==> src/rtl/spfp_lsq_port_pkg.sv <==
// Shared definitions for the single-precision FP load/store port.
// Contents:
//   lsq_state_e  - port FSM states
//   CAUSE_*      - exception cause codes returned with a response
//   SPFP_LS_RSP  - control/index/cause fields of one response
//   mis_cause / fault_cause - pick the cause code from the op direction
package spfp_lsq_port_pkg;

    typedef enum logic [1:0] {
        ST_IDLE  = 2'd0,
        ST_REQ   = 2'd1,
        ST_DRAIN = 2'd2,
        ST_RESP  = 2'd3
    } lsq_state_e;

    localparam logic [3:0] CAUSE_LD_MIS   = 4'd4;
    localparam logic [3:0] CAUSE_LD_FAULT = 4'd5;
    localparam logic [3:0] CAUSE_ST_MIS   = 4'd6;
    localparam logic [3:0] CAUSE_ST_FAULT = 4'd7;

    // Load data is kept outside the struct so its width can follow FLEN.
    typedef struct packed {
        logic       valid;
        logic       fd_wr;
        logic       exc;
        logic [3:0] cause;
        logic [4:0] idx;
    } SPFP_LS_RSP;

    function automatic logic [3:0] mis_cause(input logic is_st);
        return is_st ? CAUSE_ST_MIS : CAUSE_LD_MIS;
    endfunction

    function automatic logic [3:0] fault_cause(input logic is_st);
        return is_st ? CAUSE_ST_FAULT : CAUSE_LD_FAULT;
    endfunction

endpackage

==> src/rtl/spfp_lsq_port_tmo_counter.sv <==
// Watchdog for the memory request.
// Ports:
//   clk, rst  - clock and asynchronous active-high reset
//   clr       - restart the count at zero (start of a new request)
//   en        - count this cycle (request outstanding)
//   expired   - high in the TMO_CYC-th enabled cycle since clr
module tmo_counter #(
    parameter int TMO_CYC = 64
) (
    input  logic clk,
    input  logic rst,
    input  logic clr,
    input  logic en,
    output logic expired
);
    localparam int CW = (TMO_CYC > 2) ? $clog2(TMO_CYC) : 1;
    localparam logic [CW-1:0] LAST = CW'(TMO_CYC - 1);

    logic [CW-1:0] r_cnt;

    // r_cnt holds the number of enabled cycles already elapsed, so the
    // current enabled cycle is the last one when r_cnt == TMO_CYC-1.
    assign expired = en && (r_cnt == LAST);

    always_ff @(posedge clk or posedge rst) begin
        if (rst) begin
            r_cnt <= '0;
        end else if (clr) begin
            r_cnt <= '0;
        end else if (en && (r_cnt != LAST)) begin
            r_cnt <= r_cnt + 1'b1;
        end
    end

endmodule

==> src/rtl/spfp_lsq_port.sv <==
// Single-entry FLW/FSW memory port behind the SPFP functional unit.
// Captures one op, runs the req/ack handshake with the data-memory arbiter
// and returns one registered response (load data or exception).
// Ports:
//   clk_in, reset_in          - clock, asynchronous active-high reset
//   start_in/is_st_in/...     - op from the SPFP unit (taken when !busy_out)
//   flush_in                  - kill the pending response
//   mem_*                     - memory arbiter handshake
//   busy_out                  - entry occupied
//   rsp_*                     - one-cycle response to FP writeback
module spfp_lsq_port
    import spfp_lsq_port_pkg::*;
#(
    parameter int FLEN    = 32,
    parameter int PC_SZ   = 32,
    parameter int TMO_CYC = 64
) (
    input  logic             clk_in,
    input  logic             reset_in,
    input  logic             start_in,
    input  logic             is_st_in,
    input  logic [PC_SZ-1:0] ls_addr_in,
    input  logic [FLEN-1:0]  st_data_in,
    input  logic             mis_in,
    input  logic [4:0]       Fd_idx_in,
    input  logic             flush_in,
    output logic             mem_req_out,
    output logic             mem_rw_out,
    output logic [PC_SZ-1:0] mem_addr_out,
    output logic [FLEN-1:0]  mem_wdata_out,
    input  logic             mem_ack_in,
    input  logic [FLEN-1:0]  mem_rdata_in,
    input  logic             mem_fault_in,
    output logic             busy_out,
    output logic             rsp_valid_out,
    output logic             rsp_Fd_wr_out,
    output logic [4:0]       rsp_Fd_idx_out,
    output logic [FLEN-1:0]  rsp_Fd_data_out,
    output logic             rsp_exc_out,
    output logic [3:0]       rsp_cause_out
);
    localparam logic [PC_SZ-1:0] ADDR_MASK = {{(PC_SZ-2){1'b1}}, 2'b00};

    lsq_state_e       r_state;
    SPFP_LS_RSP       r_rsp;
    logic [FLEN-1:0]  r_rsp_data;
    logic             r_is_st;
    logic             r_mem_req;
    logic             r_mem_rw;
    logic [PC_SZ-1:0] r_mem_addr;
    logic [FLEN-1:0]  r_mem_wdata;
    logic             r_busy;

    logic w_accept;
    logic w_tmo_clr;
    logic w_tmo_en;
    logic w_expired;

    // A start coinciding with a flush is dropped.
    assign w_accept  = (r_state == ST_IDLE) && start_in && !flush_in;
    assign w_tmo_clr = w_accept && !mis_in;
    // DRAIN keeps counting so a dead memory cannot hold the port forever.
    assign w_tmo_en  = (r_state == ST_REQ) || (r_state == ST_DRAIN);

    tmo_counter #(
        .TMO_CYC (TMO_CYC)
    ) u_tmo (
        .clk     (clk_in),
        .rst     (reset_in),
        .clr     (w_tmo_clr),
        .en      (w_tmo_en),
        .expired (w_expired)
    );

    always_ff @(posedge clk_in or posedge reset_in) begin
        if (reset_in) begin
            r_state     <= ST_IDLE;
            r_rsp       <= '0;
            r_rsp_data  <= '0;
            r_is_st     <= 1'b0;
            r_mem_req   <= 1'b0;
            r_mem_rw    <= 1'b0;
            r_mem_addr  <= '0;
            r_mem_wdata <= '0;
            r_busy      <= 1'b0;
        end else begin
            // valid/fd_wr/exc are pulses qualified by the RESP cycle only
            r_rsp.valid <= 1'b0;
            r_rsp.fd_wr <= 1'b0;
            r_rsp.exc   <= 1'b0;

            case (r_state)
                ST_IDLE: begin
                    if (w_accept) begin
                        r_is_st     <= is_st_in;
                        r_rsp.idx   <= Fd_idx_in;
                        r_mem_rw    <= is_st_in;
                        r_mem_addr  <= ls_addr_in & ADDR_MASK;
                        r_mem_wdata <= st_data_in;
                        r_busy      <= 1'b1;
                        if (mis_in) begin
                            r_state     <= ST_RESP;
                            r_rsp.valid <= 1'b1;
                            r_rsp.exc   <= 1'b1;
                            r_rsp.cause <= mis_cause(is_st_in);
                            r_rsp_data  <= '0;
                        end else begin
                            r_state   <= ST_REQ;
                            r_mem_req <= 1'b1;
                        end
                    end
                end

                ST_REQ: begin
                    if (mem_ack_in) begin
                        r_mem_req <= 1'b0;
                        if (flush_in) begin
                            r_state <= ST_IDLE;
                            r_busy  <= 1'b0;
                        end else begin
                            r_state     <= ST_RESP;
                            r_rsp.valid <= 1'b1;
                            r_rsp.exc   <= mem_fault_in;
                            r_rsp.fd_wr <= !r_is_st && !mem_fault_in;
                            if (mem_fault_in) begin
                                r_rsp.cause <= fault_cause(r_is_st);
                            end
                            r_rsp_data  <= (!r_is_st && !mem_fault_in) ? mem_rdata_in : '0;
                        end
                    end else if (w_expired) begin
                        r_mem_req <= 1'b0;
                        if (flush_in) begin
                            r_state <= ST_IDLE;
                            r_busy  <= 1'b0;
                        end else begin
                            r_state     <= ST_RESP;
                            r_rsp.valid <= 1'b1;
                            r_rsp.exc   <= 1'b1;
                            r_rsp.cause <= fault_cause(r_is_st);
                            r_rsp_data  <= '0;
                        end
                    end else if (flush_in) begin
                        // request stays up until the memory finishes it
                        r_state <= ST_DRAIN;
                    end
                end

                ST_DRAIN: begin
                    if (mem_ack_in || w_expired) begin
                        r_state   <= ST_IDLE;
                        r_mem_req <= 1'b0;
                        r_busy    <= 1'b0;
                    end
                end

                ST_RESP: begin
                    r_state <= ST_IDLE;
                    r_busy  <= 1'b0;
                end

                default: begin
                    r_state   <= ST_IDLE;
                    r_mem_req <= 1'b0;
                    r_busy    <= 1'b0;
                end
            endcase
        end
    end

    assign mem_req_out     = r_mem_req;
    assign mem_rw_out      = r_mem_rw;
    assign mem_addr_out    = r_mem_addr;
    assign mem_wdata_out   = r_mem_wdata;
    assign busy_out        = r_busy;
    // Only output with a combinational path: a flush in RESP kills the pulse.
    assign rsp_valid_out   = r_rsp.valid && !flush_in;
    assign rsp_Fd_wr_out   = r_rsp.fd_wr;
    assign rsp_Fd_idx_out  = r_rsp.idx;
    assign rsp_Fd_data_out = r_rsp_data;
    assign rsp_exc_out     = r_rsp.exc;
    assign rsp_cause_out   = r_rsp.cause;

endmodule

==> config.mk <==
export PLATFORM = sky130hd
export DESIGN_NAME = spfp_lsq_port
export DESIGN_NICKNAME = d
export VERILOG_FILES = /design/src/rtl/spfp_lsq_port_pkg.sv /design/src/rtl/spfp_lsq_port_tmo_counter.sv /design/src/rtl/spfp_lsq_port.sv
export SDC_FILE = /design/constraint.sdc
export NUM_CORES = 1
export LEC_CHECK = 0
export CAP_MARGIN = 20
export CELL_PAD_IN_SITES_DETAIL_PLACEMENT = 1
export CELL_PAD_IN_SITES_GLOBAL_PLACEMENT = 2
export CORE_MARGIN = 4
export CORE_UTILIZATION = 25
export DETAILED_ROUTE_END_ITERATION = 12
export GPL_TIMING_DRIVEN = 0
export PLACE_DENSITY = 0.86
export SYNTH_ARGS = -nofsm -noshare
export SYNTH_HDL_FRONTEND = slang
export SYNTH_SLANG_ARGS = --single-unit
==> constraint.sdc <==
create_clock -name clk_in -period 13.25 [get_ports clk_in]
set_input_delay 3.975 -clock clk_in [delete_from_list [all_inputs] [get_ports clk_in]]
set_output_delay 3.975 -clock clk_in [all_outputs]
set_load 0.01 [all_outputs]
# Word level (Yosys, flattened, before mapping)
# Index checks and enable logic that the tools add are counted.
[classes]
n_mux = 47
n_addsub = 1
reduce_logical = 23
n_eq_ne = 14
[ops]
columns = ["operator", "n"]
rows = [
  ["32-bit two-way mux", 7],
  ["32-bit one-hot mux with 2 select lines", 1],
  ["5-bit two-way mux", 4],
  ["2-bit two-way mux", 9],
  ["1-bit two-way mux", 16],
  ["6-bit two-way mux", 2],
  ["3-bit inequality test, second input constant", 4],
  ["10-bit two-way mux", 1],
  ["5-bit one-hot mux with 2 select lines", 1],
  ["2-bit one-hot mux with 4 select lines", 1],
  ["1-bit logical AND", 7],
  ["7-bit two-way mux", 1],
  ["7-bit AND reduction", 1],
  ["6-bit by 1-bit adder with 6-bit output, second input constant", 1],
  ["6-bit equality test, second input constant", 1],
  ["2-bit inequality test, second input constant", 3],
  ["6-bit inequality test, second input constant", 1],
  ["3-bit AND reduction", 2],
  ["6-bit AND reduction", 1],
  ["5-bit AND reduction", 1],
  ["2-bit equality test, second input constant", 2],
  ["1-bit zero test", 4],
  ["4-bit two-way mux", 1],
  ["4-bit inequality test, second input constant", 1],
  ["10 further kinds", 12],
]
[totals]
output_inout_bits = 111
ff_bits = 117
input_bits = 109
wordCells = 98

# Longest topological paths before layout
# Gate-level depths: netlist of run 1.
[logic_depth]
ltp_word = 6
depth_mapped = 10
ltp_nobuf = 6

# By module
# Synthesis of run 1 repeated with hierarchy kept, for this count alone.
[unflattened]
cells_unflattened = 531
area_unflattened_um2 = 5014.8
[by_module_without_submodules]
columns = ["mod", "seq_area_each_um2", "cells_per_inst", "n_inst", "area_each_um2"]
rows = [
  ["spfp_lsq_port", 2752.6, 491, 1, 4628.2],
  ["tmo_counter", 150.1, 40, 1, 386.6],
]

# Worst setup path before layout of run 1
# OpenSTA, ideal clock, no wires.
[synth_path]
path_type = "input -> output"
startpoint = "in flush_in"
endpoint = "out rsp_valid_out"
required_ps = 9275
path_buffers = 0
arrival_ps = 4153
setup_slack_ps = 5122
cell_stages = 1
path_cell_list = "nor2b_1"
[synth_between]
elab_chain_len = 2
[synth_rtl]
columns = ["item", "line_no", "source"]
rows = [
  ["from (decl)", "spfp_lsq_port.sv:26", "input logic flush_in,"],
  ["1-bit zero test", "spfp_lsq_port.sv:176", "assign rsp_valid_out = r_rsp.valid && !flush_in;"],
  ["1-bit logical AND", "spfp_lsq_port.sv:176", ""],
  ["to (decl)", "spfp_lsq_port.sv:35", "output logic rsp_valid_out,"],
]
# Every way passes these cells.

# Final worst setup path of run 1
# Ends and elaborated chain as after synthesis.

==> flow_summary.ini, run 1 <==
[run]
max_cap_viol_count = 0

[synth]
synth_seq_area_share_pct = 61.6
synth_cell_type_count = 38
ys_seq_elements = 116
ys_async_sr_fraction_pct = 100
synth.avg_cell_area_um2 = 9.96
synth_ff_type = dfrtp_1
synth-edff-count = 0
netlist.area_leader.share_pct = 61.6
yosys_warnings = 0
synth.largest_area_cell = dfrtp_1
syn_inst = 473
synth_area_leaders = dfrtp_1, nand2_1, a22o_1
syn_area_mm2 = 0.00471

[layout]
layout.nets = 823
drive_above_1_share_pct = 8.73
mostFrequentLayoutCells = clkdlybuf4s50_1, nand2_1, dfrtp_1
n_antenna_cell = 0
layout_commonest_cell = clkdlybuf4s50_1
area_growth_pct = 64.9

[global_route]
grt_pass1_wl_um = 25600
first_global_vias = 4703
grt_max_degree = 60
grt.total_usage_pct = 15.1
antenna_found_initial = 0
gr-total-overflow = 0

[worst_setup_path]
cp-start-kind = input port
cp.arrival_ns = 5.19
critPathMaxFanout = 6
critical_path_class = input port to output pin
cp-end-kind = output pin
critPathRequiredTime_ns = 9.27
reg2reg_slack_ns = 11.01

[drt]
antenna_left = 0
dr.pass1.iters = 4
drtIter0Drc = 132
wl_per_cell_um = 16.4
vias_per_cell = 4.47
drt-total-wl_um = 15600
vias = 4248
drc = 0

[pwr]
p_comb_share_pct = 37.8
p_int_mw = 1.10
switching_share_pct = 32.8
p_per_area_mw_per_mm2 = 211
pwr-share-clk_pct = 27.8
p_leak_nw = 3.65
seqPwrFrac_pct = 34.4
p_sw_mw = 0.538
peakVddDrop_mv = 0.0939

[die]
fp-row-count = 49
fp.dieArea_mm2 = 0.0211
die_w_um = 145
die_y_um = 145
start_util_pct = 25.8
design.core.area_mm2 = 0.0183
ios = 220

[sta]
max_freq_mhz = 109
relSlewSlack_pct = 59.1
rsz0062_at_grt = no
tightest_slew_ns = 0.611
post-route-period-util_pct = 69.2
setup_viol = 0
final.setup.tns_ns = 0
hold_viol = 0
fin_worst_skew_ns = 0.00525
slew_viol_final = 0
period_minus_slack_ns = 9.16
setup_slack_ns = 4.09

[cts]
root_buffer = clkbuf_16
clockBufferDepth = 2
path_clk_slew_ns = 0.06
cts_hold_buf = 0
cts_setup_buffers = 0
cts_max_level = 4
clock-sinks = 116
cts_tree = yes
cts_resized = 0
cts_buffers = 17
clock_latency_ns = 0.41

[place]
numPortBuffers = 214
detailed_place_hpwl_um = 11800
pre_cts_ws_ns = 4.07
gp_congestion = 0.785

[run_status]
status = completed

[worst_hold_path]
worst_hold_path_type = flip-flop to flip-flop
[per-layer routing]
| layer | vias up | track usage (%) | part of all wire (%) |
|---|---|---|---|
| li1 | 1988 | - | - |
| met1 | 2078 | 17.5 | 41 |
| met2 | 166 | 25.1 | 49 |
| met3 | 16 | 6.52 | 9.0 |
| met4 | 0 | 4.84 | 1.5 |
| met5 | - | 0 | 0 |
[registers in the layout, summed over array words and instances (netlist names), 2 cells and up]
signal	count
rsp_Fd_data_out	32
mem_wdata_out	32
mem_addr_out	30
rsp_cause_out	3
r_state	2
rsp_Fd_idx_out	5
u_tmo.r_cnt	6
[metrics by stage]
| stage | hold WS [ns] | cells | util (%) | total power, mW | area (um^2) |
|---|---|---|---|---|---|
| finish | 0.469 | 951 | 42.5 | 1.64 | 7770 |
| global route | 0.503 | 951 | 42.5 | 1.76 | 7770 |
| CTS | 0.475 | 951 | 42.5 | 1.67 | 7770 |
| detailed placement | 0.461 | 919 | 39.3 | 1.20 | 7180 |
| global placement | 0.457 | 918 | 39.1 | 1.17 | 7150 |
| floorplan | 0.436 | 475 | - | 0.836 | 4720 |
[cell usage after synthesis, drive strengths merged, types with 2 or more instances]
cell type and number:
ha 5, xor2 4, buf 25, and3 3, o211ai 5, a22o 32, nand3 6, nor2 13
mux2i 3, nand2 213, a211oi 2, nor2b 2, clkbuf 10, o21ai 6, nand2b 4, dfrtp 116
a21oi 3, inv 8
[cells by family (layout without fill, tap and decap cells)]
family | count (synthesis) | count (layout) | share of synthesized area (%)
and+or+nand+nor | 246 | 246 | 20.7
DFF | 116 | 116 | 61.6
AOI/OAI and AO/OA | 53 | 53 | 9.27
buffers and inverters | 43 | 290 | 5.18
adders and majority gates | 5 | 5 | 1.33
xor gates and xnor gates | 5 | 5 | 0.930
muxes | 4 | 4 | 0.877
other | 1 | 3 | 0.0796
[final timing paths]
check | end | cells after the start | start
worst min-delay path | mem_addr_out[13]$_DFFE_PP0P_ | 2 | mem_addr_out[13]$_DFFE_PP0P_
min in group asynchronous | mem_addr_out[30]$_DFFE_PP0P_ | 2 | reset_in
worst min register to register | mem_addr_out[13]$_DFFE_PP0P_ | 2 | mem_addr_out[13]$_DFFE_PP0P_
worst max-delay path | rsp_valid_out | 3 | flush_in
worst max register to register | mem_addr_out[3]$_DFFE_PP0P_ | 9 | r_state[1]$_DFFE_PP0P_
max in group asynchronous | rsp_cause_out[0]$_DFFE_PP0P_ | 3 | reset_in
[area by class of cell]
type | instances | area (um^2)
Multi-Input combinational cell | 316 | 1570
Fill cell | 2026 | 10500
Clock inverter | 12 | 131
Tap cell | 229 | 287
Inverter | 8 | 35.0
Sequential cell | 116 | 2900
Timing Repair Buffer | 215 | 2170
Buffer | 35 | 214
Clock buffer | 20 | 457
[power by group through the flow]
stage,sequential (mW),clock (mW),combinational (mW)
final,0.565,0.456,0.620
after global placement,0.563,0,0.612
after floorplan,0.610,0,0.226
after detailed placement,0.571,0,0.630
after CTS,0.567,0.467,0.635
after global routing,0.583,0.488,0.684
[worst max-delay path, stage by stage]
cell and delay [ns]:
clkdlybuf4s50_1 0.52, nor2b_1 0.15, clkdlybuf4s50_1 0.54
No activity file was read; power rests on OpenSTA's default activity.
==> run 2, diff against run 1 <==
--- a/config.mk
+++ b/config.mk
@@ -9,10 +9,10 @@
 export CELL_PAD_IN_SITES_DETAIL_PLACEMENT = 1
 export CELL_PAD_IN_SITES_GLOBAL_PLACEMENT = 2
 export CORE_MARGIN = 4
-export CORE_UTILIZATION = 25
+export CORE_UTILIZATION = 24
 export DETAILED_ROUTE_END_ITERATION = 12
 export GPL_TIMING_DRIVEN = 0
-export PLACE_DENSITY = 0.86
+export PLACE_DENSITY = 0.83
 export SYNTH_ARGS = -nofsm -noshare
 export SYNTH_HDL_FRONTEND = slang
 export SYNTH_SLANG_ARGS = --single-unit
==> constraint.sdc (replaced) <==
create_clock -name clk_in -period 9.58 [get_ports clk_in]
set_input_delay 2.874 -clock clk_in [delete_from_list [all_inputs] [get_ports clk_in]]
set_output_delay 2.874 -clock clk_in [all_outputs]
set_load 0.01 [all_outputs]
==> run 2 against run 1 <==
Against the previous run:
- cell count is 3.3% higher
- global-route usage is 0.14 points lower
- sequential power is 38% higher
- cell area is 1.7% higher
- count of clock-buffer cells in the layout stayed put
==> flow_summary.ini, run 2 (synthesized netlist as in run 1, its figures left out) <==
[drt]
antenna_left = 0
wl_met3_um = 1430
wl_met1_um = 6850
dr.pass1.iters = 4
wl_met2_um = 7540
drtIter0Drc = 124
topRoutingLayerUsed = met4
wl_per_cell_um = 16.3
vias = 4231
drt-total-wl_um = 16000
drc = 0
vias_per_cell = 4.31

[pwr]
total_power_mw = 2.38
p_leak_nw = 3.70
p_per_area_mw_per_mm2 = 301
peakVddDrop_mv = 0.121

[global_route]
grt_max_degree = 68
gr-total-overflow = 0
antenna_found_initial = 0
first_global_vias = 4702
grt_pass1_wl_um = 25900
grt.total_usage_pct = 14.9

[cts]
root_buffer = clkbuf_16
path_clk_slew_ns = 0.05
cts_tree = yes
cts_resized = 0
cts_max_level = 4
clock-sinks = 116
clockBufferDepth = 2
cts_hold_buf = 0
cts_setup_buffers = 0
cts_buffers = 17
clock_latency_ns = 0.41

[layout]
layout_commonest_cell = clkdlybuf4s50_1
area_growth_pct = 67.7
fin_util_pct = 41.5
mostFrequentLayoutCells = clkdlybuf4s50_1, nand2_1, dfrtp_1
fillCellCount = 2152
layout.nets = 823
n_antenna_cell = 0
drive_above_1_share_pct = 8.73

[place]
detailed_place_hpwl_um = 12100
gp_congestion = 0.767
pre_cts_ws_ns = 2.59
numPortBuffers = 214

[sta]
post-route-period-util_pct = 72.9
max_freq_mhz = 143
relSlewSlack_pct = 65.4
period_minus_slack_ns = 6.99
slew_viol_final = 0
fin_hold_ws_ns = 0.477
setup_viol = 0
setup_slack_ns = 2.59
rsz0062_at_grt = no
final.setup.tns_ns = 0
fin_worst_skew_ns = 0.0106
tightest_slew_ns = 0.517
hold_viol = 0

[worst_setup_path]
critPathMaxFanout = 6
critical_path_class = input port to output pin
ff2ff_path_depth = 9
cp-start-kind = input port
cp.arrival_ns = 4.11
critPathRequiredTime_ns = 6.71
cp-end-kind = output pin

[die]
die_y_um = 148
fp.dieArea_mm2 = 0.0219
start_util_pct = 24.8
die_w_um = 148
fp-row-count = 50
ios = 220
design.core.area_mm2 = 0.0190

[run_status]
status = completed

[run]
max_cap_viol_count = 0

[worst_hold_path]
worst_hold_path_type = flip-flop to flip-flop
holdPathStages = 2
[run 2: changes by cell type in the layout (fill, tap and decap cells not counted), sizes merged]
cell      delta
bufinv       +4
clkinv       -2
clkinvlp     -2
[run 2: final timing paths]
check | startpoint | endpoint | slack, ns
min in group asynchronous | reset_in | rsp_Fd_data_out[26]$_DFFE_PP0P_ | 2.88
max in group asynchronous | reset_in | mem_wdata_out[19]$_DFFE_PP0P_ | 5.99
min reg2reg | mem_wdata_out[18]$_DFFE_PP0P_ | mem_wdata_out[18]$_DFFE_PP0P_ | 0.48
max reg2reg | r_state[1]$_DFFE_PP0P_ | mem_addr_out[3]$_DFFE_PP0P_ | 7.44
max | flush_in | rsp_valid_out | 2.59
min | mem_wdata_out[18]$_DFFE_PP0P_ | mem_wdata_out[18]$_DFFE_PP0P_ | 0.48
[run 2: cell type report]
cell class / instances / area, um^2 / area share, %
sequential: 116 / 2900 / 36.7
timing repair buffer: 215 / 2170 / 27.5
multi-input combinational: 316 / 1570 / 19.9
clock buffer: 20 / 457 / 5.78
tap: 260 / 325 / 4.12
clock inverter: 12 / 226 / 2.87
buffer: 35 / 214 / 2.71
inverter: 8 / 35.0 / 0.443
[run 2: worst max-delay path, cell delays in order]
cell,delay [ns]
clkdlybuf4s50_1,0.54
nor2b_1,0.16
clkdlybuf4s50_1,0.54
[run 2: where the power goes]
part | internal, mW | total (mW) | leakage (nW) | switching (mW)
Sequential | 0.672 | 0.781 | 1.49 | 0.110
Clock | 0.502 | 0.737 | 0.326 | 0.234
Combinational | 0.458 | 0.862 | 1.88 | 0.404
Total | 1.63 | 2.38 | 3.70 | 0.748
[run 2: per-stage QoR]
| step | instances | instance area [um^2] |
|---|---|---|
| finish | 982 | 7900 |
| global route | 982 | 7900 |
| CTS | 982 | 7900 |
| detailed placement | 950 | 7220 |
| global placement | 949 | 7180 |
| floorplan | 475 | 4720 |
[run 2: layer usage]
layer / GRT usage [%] / vias to the layer above
li1: - / 1990
met1: 18.0 / 2046
met2: 24.6 / 173
met3: 6.03 / 22
met4: 4.53 / 0
met5: 0 / -
==> variant, RTL diff (settings of run 1) <==
Make the reset (`reset_in` and `rst`) synchronous in 2 clocked blocks. Comments in the files are not updated.
--- a/src/rtl/spfp_lsq_port_tmo_counter.sv
+++ b/src/rtl/spfp_lsq_port_tmo_counter.sv
@@ -24,3 +24,3 @@
 
-    always_ff @(posedge clk or posedge rst) begin
+    always_ff @(posedge clk) begin
         if (rst) begin
--- a/src/rtl/spfp_lsq_port.sv
+++ b/src/rtl/spfp_lsq_port.sv
@@ -74,3 +74,3 @@
 
-    always_ff @(posedge clk_in or posedge reset_in) begin
+    always_ff @(posedge clk_in) begin
         if (reset_in) begin
Formal check against the unedited RTL: differs if reset_in is asserted again (counterexample within 4 cycles, from zero or initial values and one cycle with reset_in high); with reset_in held inactive, the same outputs for 4 cycles.
==> variant against run 1 <==
Maximum frequency is 0.98% lower; count of clock-buffer cells in the layout shrank 2; wire length decreased by 3.5%; sequential cell count stayed put; highest routed layer unchanged; register-to-register slack worse by 0.06 ns; setup slack got worse by 0.091 ns; cell area decreased by 5.3%; area after synthesis down 8.9%; critical path type unchanged.
Power is not compared: it rests on default switching activity, and its combinational part moved more than twofold at a synthesized area within 25%.
==> variant: results (changes against run 1) <==
Timing
  • Final setup skew: 0.00733 ns (was 0.00525 ns)
  • Hold WS: 0.453 ns (was 0.469 ns)
  • Share of the clock period used by the worst path: 69.8% (was 69.2%)

Critical path
  • Delay of the slowest cell on the worst path: 0.60 ns (was 0.54 ns)
  • WP data arrival: 5.28 ns (was 5.19 ns)
  • R2r setup slk: 10.95 ns (was 11.01 ns)
  • Crit Path Max Fanout: 7 (was 6)
  • Worst r2r src: r_state[0]$_SDFFE_PP0P_ (was r_state[1]$_DFFE_PP0P_)
  • Reg2reg path depth: 8 (was 9)
  • Reg-to-reg endpoint: mem_addr_out[16]$_SDFFE_PP0P_ (was mem_addr_out[3]$_DFFE_PP0P_)

Finish
  • Multi-input gate count: 319 (was 316)
  • Area of the multi-input gates: 1710 sq um (was 1570 sq um)
  • Layout Cells excl Fill: 948 (was 951)
  • Clk tree area frac: 8.69% (was 7.57%)
  • Fillers: 1921 (was 2026)
  • Num sequential: 116 (unchanged)
  • Share of layout cells above drive strength 1: 7.97% (was 8.73%)
  • Buffering overhead: 32.6% (was 30.7%)
  • Inverters, non-clock: 4 (was 8)

Synth
  • Synth area leaders: dfxtp_1 (54%), nand2_1 (12%), a21oi_1 (8.3%) (was dfrtp_1 (62%), nand2_1 (17%), a22o_1 (6.0%))
  • Main flop type after synthesis: dfxtp_1 (was dfrtp_1)
  • Synth Area in Compound Gates: 19.7% (was 9.27%)
  • Post-synthesis instance total: 480 (was 473)
  • Portion of netlist area occupied by mux cells: 0.729% (was 0.877%)
  • Post-synth top cells: nand2_1 (142), dfxtp_1 (116), a21oi_1 (71), a22o_1 (32), clkbuf_1 (21) (was nand2_1 (213), dfrtp_1 (116), a22o_1 (32), buf_4 (13), nor2_1 (12))

Outcome
  • Status: finished clean (unchanged)

Global routing
  • Total GRT Usage: 15.7% (was 15.1%)
  • Met2 usage: 26.5% (was 25.1%)

Placement
  • # placed instances: 916 (was 919)
  • Post-DP Area: 6720 sq um (was 7180 sq um)
  • Setup WS pre-CTS: 3.97 ns (was 4.07 ns)

Floorplanning
  • Die area: 19300 sq um (was 21100 sq um)

Min path
  • Hold path start: mem_addr_out[24]$_SDFFE_PP0P_ (was mem_addr_out[13]$_DFFE_PP0P_)

Routing
  • Initial drt markers: 121 (was 132)
  • Met2 WL: 7280 microns (was 7590 microns)
-- variant: changes by cell type after synthesis, moves of 3 or more --
cell and change:
nand2_1 -71, buf_2 -6, dfrtp_1 -116, a21oi_1 +69, o21ai_0 -3, clkbuf_1 +11, dfxtp_1 +116, nor2_1 -5
inv_1 -4, o211ai_1 -3
-- variant: per-stage QoR --
step / util (%) / total power [mW]
3_3_place_gp: 40.2 / 0.677
3_5_place_dp: 40.2 / 0.687
5_1_grt: 44.0 / 1.23
2_1_floorplan: - / 0.551
4_1_cts: 44.0 / 1.19
6_report: 44.0 / 1.17
-- variant: power groups by stage --
stage / sequential (mW) / clock [mW] / combinational [mW]
after detailed placement: 0.410 / 0 / 0.277
after CTS: 0.403 / 0.507 / 0.280
after floorplan: 0.418 / 0 / 0.133
final: 0.402 / 0.494 / 0.274
after global routing: 0.407 / 0.522 / 0.304
after global placement: 0.408 / 0 / 0.269
